**src/rtl/seq_mult_param.sv**
```systemverilog
// Radix-2 shift-add sequential multiplier: one multiplier bit per cycle, WIDTH cycles per
// product, signed or unsigned selected per operation. Result held in a registered output.
module seq_mult_param #(
  parameter int WIDTH = 8,
  parameter int CTRW  = $clog2(WIDTH) + 1
) (
  input  logic                 clk,
  input  logic                 reset,
  input  logic                 start,
  input  logic                 signed_mode,
  input  logic [WIDTH-1:0]     a,
  input  logic [WIDTH-1:0]     b,
  output logic                 busy,
  output logic                 done,
  output logic [2*WIDTH-1:0]   p
);
  localparam int PW = 2 * WIDTH;

  typedef enum logic {IDLE, RUN} state_t;

  state_t            state, state_nxt;
  logic [PW-1:0]     mcand, acc, acc_nxt;
  logic [WIDTH-1:0]  mplier;
  logic              sgn;
  logic [CTRW-1:0]   cnt;
  logic              last, accept;

  assign last = (cnt == CTRW'(WIDTH - 1));

  always_comb begin
    state_nxt = state;
    accept    = 1'b0;
    case (state)
      IDLE: if (start) begin
        accept    = 1'b1;
        state_nxt = RUN;
      end
      RUN: if (last) state_nxt = IDLE;
      default: state_nxt = IDLE;
    endcase
  end

  // Multiplicand shifts left and multiplier right each step, so bit i always sits at LSB.
  // The signed MSB carries negative weight, hence the subtract on the final step.
  always_comb begin
    acc_nxt = acc;
    if (mplier[0]) acc_nxt = (last && sgn) ? acc - mcand : acc + mcand;
  end

  always_ff @(posedge clk) begin
    if (reset) state <= IDLE;
    else       state <= state_nxt;
  end

  always_ff @(posedge clk) begin
    if (reset) begin
      mcand  <= '0;
      mplier <= '0;
      sgn    <= 1'b0;
      acc    <= '0;
      cnt    <= '0;
      busy   <= 1'b0;
      done   <= 1'b0;
      p      <= '0;
    end else begin
      done <= 1'b0;
      if (accept) begin
        mcand  <= {{WIDTH{signed_mode & a[WIDTH-1]}}, a};
        mplier <= b;
        sgn    <= signed_mode;
        acc    <= '0;
        cnt    <= '0;
        busy   <= 1'b1;
      end else if (state == RUN) begin
        acc    <= acc_nxt;
        mcand  <= mcand << 1;
        mplier <= mplier >> 1;
        cnt    <= cnt + CTRW'(1);
        if (last) begin
          p    <= acc_nxt;
          done <= 1'b1;
          busy <= 1'b0;
        end
      end
    end
  end
endmodule

```
**config.mk**
```make
export PLATFORM = sky130hd
export DESIGN_NAME = seq_mult_param
export DESIGN_NICKNAME = d
export VERILOG_FILES = /design/src/rtl/seq_mult_param.sv
export SDC_FILE = /design/constraint.sdc
export NUM_CORES = 1
export LEC_CHECK = 0
export BUFFER_PORTS_ARGS = -buffer_cell sky130_fd_sc_hd__buf_2
export CORE_MARGIN = 2
export CORE_UTILIZATION = 60
export DETAILED_ROUTE_END_ITERATION = 10
export GPL_ROUTABILITY_DRIVEN = 0
export MAX_ROUTING_LAYER = met4
export PLACE_DENSITY = 0.81
export SLEW_MARGIN = 20
export SYNTH_ARGS = -nofsm -noshare
export SYNTH_HDL_FRONTEND = slang
export SYNTH_SLANG_ARGS = --single-unit
```
**constraint.sdc**
```tcl
create_clock -name clk -period 6.7 [get_ports clk]
set_input_delay 2.01 -clock clk [delete_from_list [all_inputs] [get_ports clk]]
set_output_delay 2.01 -clock clk [all_outputs]
set_load 0.03 [all_outputs]
```
==> metrics.yaml <==
status: "completed"
fin_tns_setup_ps: 0
port_buffers: 37
yosysTopAreaCellShare: 0.358
ys.flop_type: "dfxtp_1"
cts.sinks: 64
ctsHoldBuffers: 0
drtPass1Iterations: 5
wire_per_inst_um: 14.9
crit_chain: "nor4_2, nor2b_1, a31oi_1, a21oi_1, xor2_1, ha_1, nand3_1, o211ai_1, or4_1, o22ai_2, xnor2_2, or3_1, a21oi_1"
layout-drive-gt1-share: 0.133
clock_latency_ps: 350
max_cap_violations: 0
nNetsFinal: 508
min_period_ps: 3470
cp_common_cell: "a21oi_1"
slew_viol_final: 0
via_count: 3225
clk_pin_slew_ps: 70
diodes: 0
switching_share: 0.301
start_util: 0.611
path_buf_inv: 0
slowest_delay_ps: 460
die_w_um: 81.2
cp-endpoint: "acc[15]"
io_pins: 38
critical_path_class: "reg -> reg"
dpl.cell_count: 534
clock_power_share: 0.352
final_area_um2: 3970
synth.yosys.seq_area_share: 0.358
synth_seq_cells: 64
synthArstFlopShare: 0
timing_hold_violations_final: 0
rsz0062_at_grt: "no"
yosys-top-cells-area: "dfxtp_1 36%, a21oi_1 7.7%, nor2_1 6.5%"
die_area_um2: 6590
grt_max_degree: 62
syn_area_um2: 3570
arrival_ps: 3740
n_fill_cell: 489
crit_slowest_cell: "nor4_2"
crit_cells: 13
cts_tree: "built"
drtIter0Drc: 287
regToRegEndpoint: "acc[15]"
yosysUniqueCellTypes: 50
grt_pass1_vias: 2982
chipHeight_um: 81.2
grt_pass1_wl_mm: 13.6
power_uw: 962
hold_slack_ps: 448
yosys.area.top_type: "dfxtp_1"
hold-path-cell-count: 2
rows: 28
setup.worst_path.start: "mcand[2]"
worstSetupEndpointType: "flop"
avgSynthCellArea_um2: 8.03
critPathMaxFanout: 6
syn-instance-count: 445
ff2ff_path_depth: 13
skew_ps: 6.54
timing.rr.start: "mcand[2]"
track_usage: 0.275
cts_made_buffers: 9
place_area_um2: 3770
synth-edff-count: 0
period_share: 0.517
fmax_ghz: 0.289
syn_nets: 483
crit_required_ps: 6970
antenna_found_initial: 0
intPower_uw: 672
dp_hpwl_mm: 5.61
p_leak_nw: 1.68
power_density_nw_per_um2: 242
final_cells: 550
start_kind: "flop"
combPwrFrac: 0.223
critPathTopFamily: "simple AND/OR/NAND/NOR gates"
cts_buffer_depth: 2
yosysWarnings: 0
avgViaCountPerCell: 5.86
min_path_type: "reg -> reg"
synthToLayoutAreaGrowth_pct: 11.2
worst_pin_slew_ps: 935
coreArea_um2: 5850
p_switching_uw: 290
p_seq_frac: 0.425
antenna_left: 0
drc: 0
cts-root-buf: "clkbuf_8"
grt_overflow: 0
r2r_slack_ps: 3230
cts_resized: 0
slew-limit-headroom: 0.377
ir_drop_v: 0.000150
setup_viol: 0
post_cts_buffers: 0
htreeDepth: 3
routed_wirelength_mm: 8.18
## worst reg2reg max path, cell delays in order, from the launching register on
cell and delay [ps]:
dfxtp_1 370, nor4_2 460, nor2b_1 240, a31oi_1 190, a21oi_1 200, xor2_1 180
ha_1 330, nand3_1 130, o211ai_1 100, or4_1 420, o22ai_2 170, xnor2_2 100
or3_1 350, a21oi_1 140
## layout make-up
class                           count  area [µm²]  share of cell area
Tap cell                           75        93.8              0.0236
Clock buffer                       13         159              0.0400
Timing Repair Buffer               39         200              0.0504
Inverter                            8        30.0             0.00756
Clock inverter                      3        40.0              0.0101
Multi-Input combinational cell    348        2170               0.546
Sequential cell                    64        1280               0.323
## sequential cells by signal, indices dropped and copies added (netlist names)
signal  count
done        1
p          16
state       1
cnt         4
busy        1
mplier      8
acc        16
mcand      16
sgn         1
## kinds of logic (layout without fill, tap and decap cells)
family | Yosys count | after routing | share of synthesized area
XOR/XNOR | 26 | 26 | 0.0658
buffers and inverters | 33 | 63 | 0.0350
AO/OA/AOI/OAI | 134 | 134 | 0.232
adder cells (fa/ha/maj) | 18 | 18 | 0.0651
AND/OR/NAND/NOR | 152 | 152 | 0.193
multiplexers | 18 | 18 | 0.0508
flip-flops | 64 | 64 | 0.358
## worst min path at each step
stage	from	end	slack, ps
finish	p[0]	p[0]	450
detailed placement	p[0]	p[0]	440
global placement	p[0]	p[0]	440
CTS	p[0]	p[0]	450
floorplan	acc[10]	acc[10]	440
global route	p[0]	p[0]	490
## synthesized netlist by cell type (2+ instances only)
library cell,n
o31ai_1,4
o211ai_1,4
xor2_1,15
and4_1,2
nand4_1,2
dfxtp_1,64
o21ai_1,2
o21ai_0,23
nor2b_1,6
or3_1,4
and2_1,2
clkbuf_1,18
a21oi_1,55
a211oi_1,25
nor3_1,10
nor2_1,62
nand2_1,41
nand2b_1,4
xnor2_1,10
mux2i_1,17
and3_1,3
ha_1,17
nand3_1,9
o21a_1,4
a31oi_1,3
inv_1,7
buf_1,6
a21o_1,4
## layout by cell type (no fill, tap or decap), types with 2 or more instances in the layout
cell,n
nor3_1,10
ha_1,17
a211oi_1,25
clkbuf_1,2
a21oi_1,55
mux2i_1,17
xor2_1,15
o21ai_1,2
clkinv_2,2
and3_1,3
clkbuf_8,11
o21ai_0,23
nand4_1,2
o21a_1,4
inv_1,7
a31oi_1,3
and2_1,2
o211ai_1,4
nand2_1,41
nor2_1,62
nor2b_1,6
or3_1,4
dfxtp_1,63
o31ai_1,4
nand2b_1,4
nand3_1,9
a21o_1,4
buf_2,37
and4_1,2
xnor2_1,10
buf_4,2
## per-layer routing
layer,part of all wire,wire [µm],global-route usage,vias up
met2,0.47,3850,0.444,103
met4,0.017,142,0.110,0
met3,0.047,387,0.0444,15
met1,0.47,3810,0.345,1468
met5,0,0,-,-
li1,-,-,-,1639
## power by group through the flow
stage | Combinational [mW] | Sequential (mW) | Clock (mW)
2_1_floorplan | 0.168 | 0.414 | 0
3_3_place_gp | 0.204 | 0.416 | 0
3_5_place_dp | 0.210 | 0.417 | 0
4_1_cts | 0.212 | 0.409 | 0.343
5_1_grt | 0.238 | 0.410 | 0.359
6_report | 0.214 | 0.409 | 0.338
## per-stage QoR
step	setup slack, ps	util
global route	2990	0.679
global placement	3240	0.645
floorplan	3340	-
CTS	3280	0.679
detailed placement	3170	0.645
finish	3230	0.679
No activity file was read; power rests on OpenSTA's default activity.
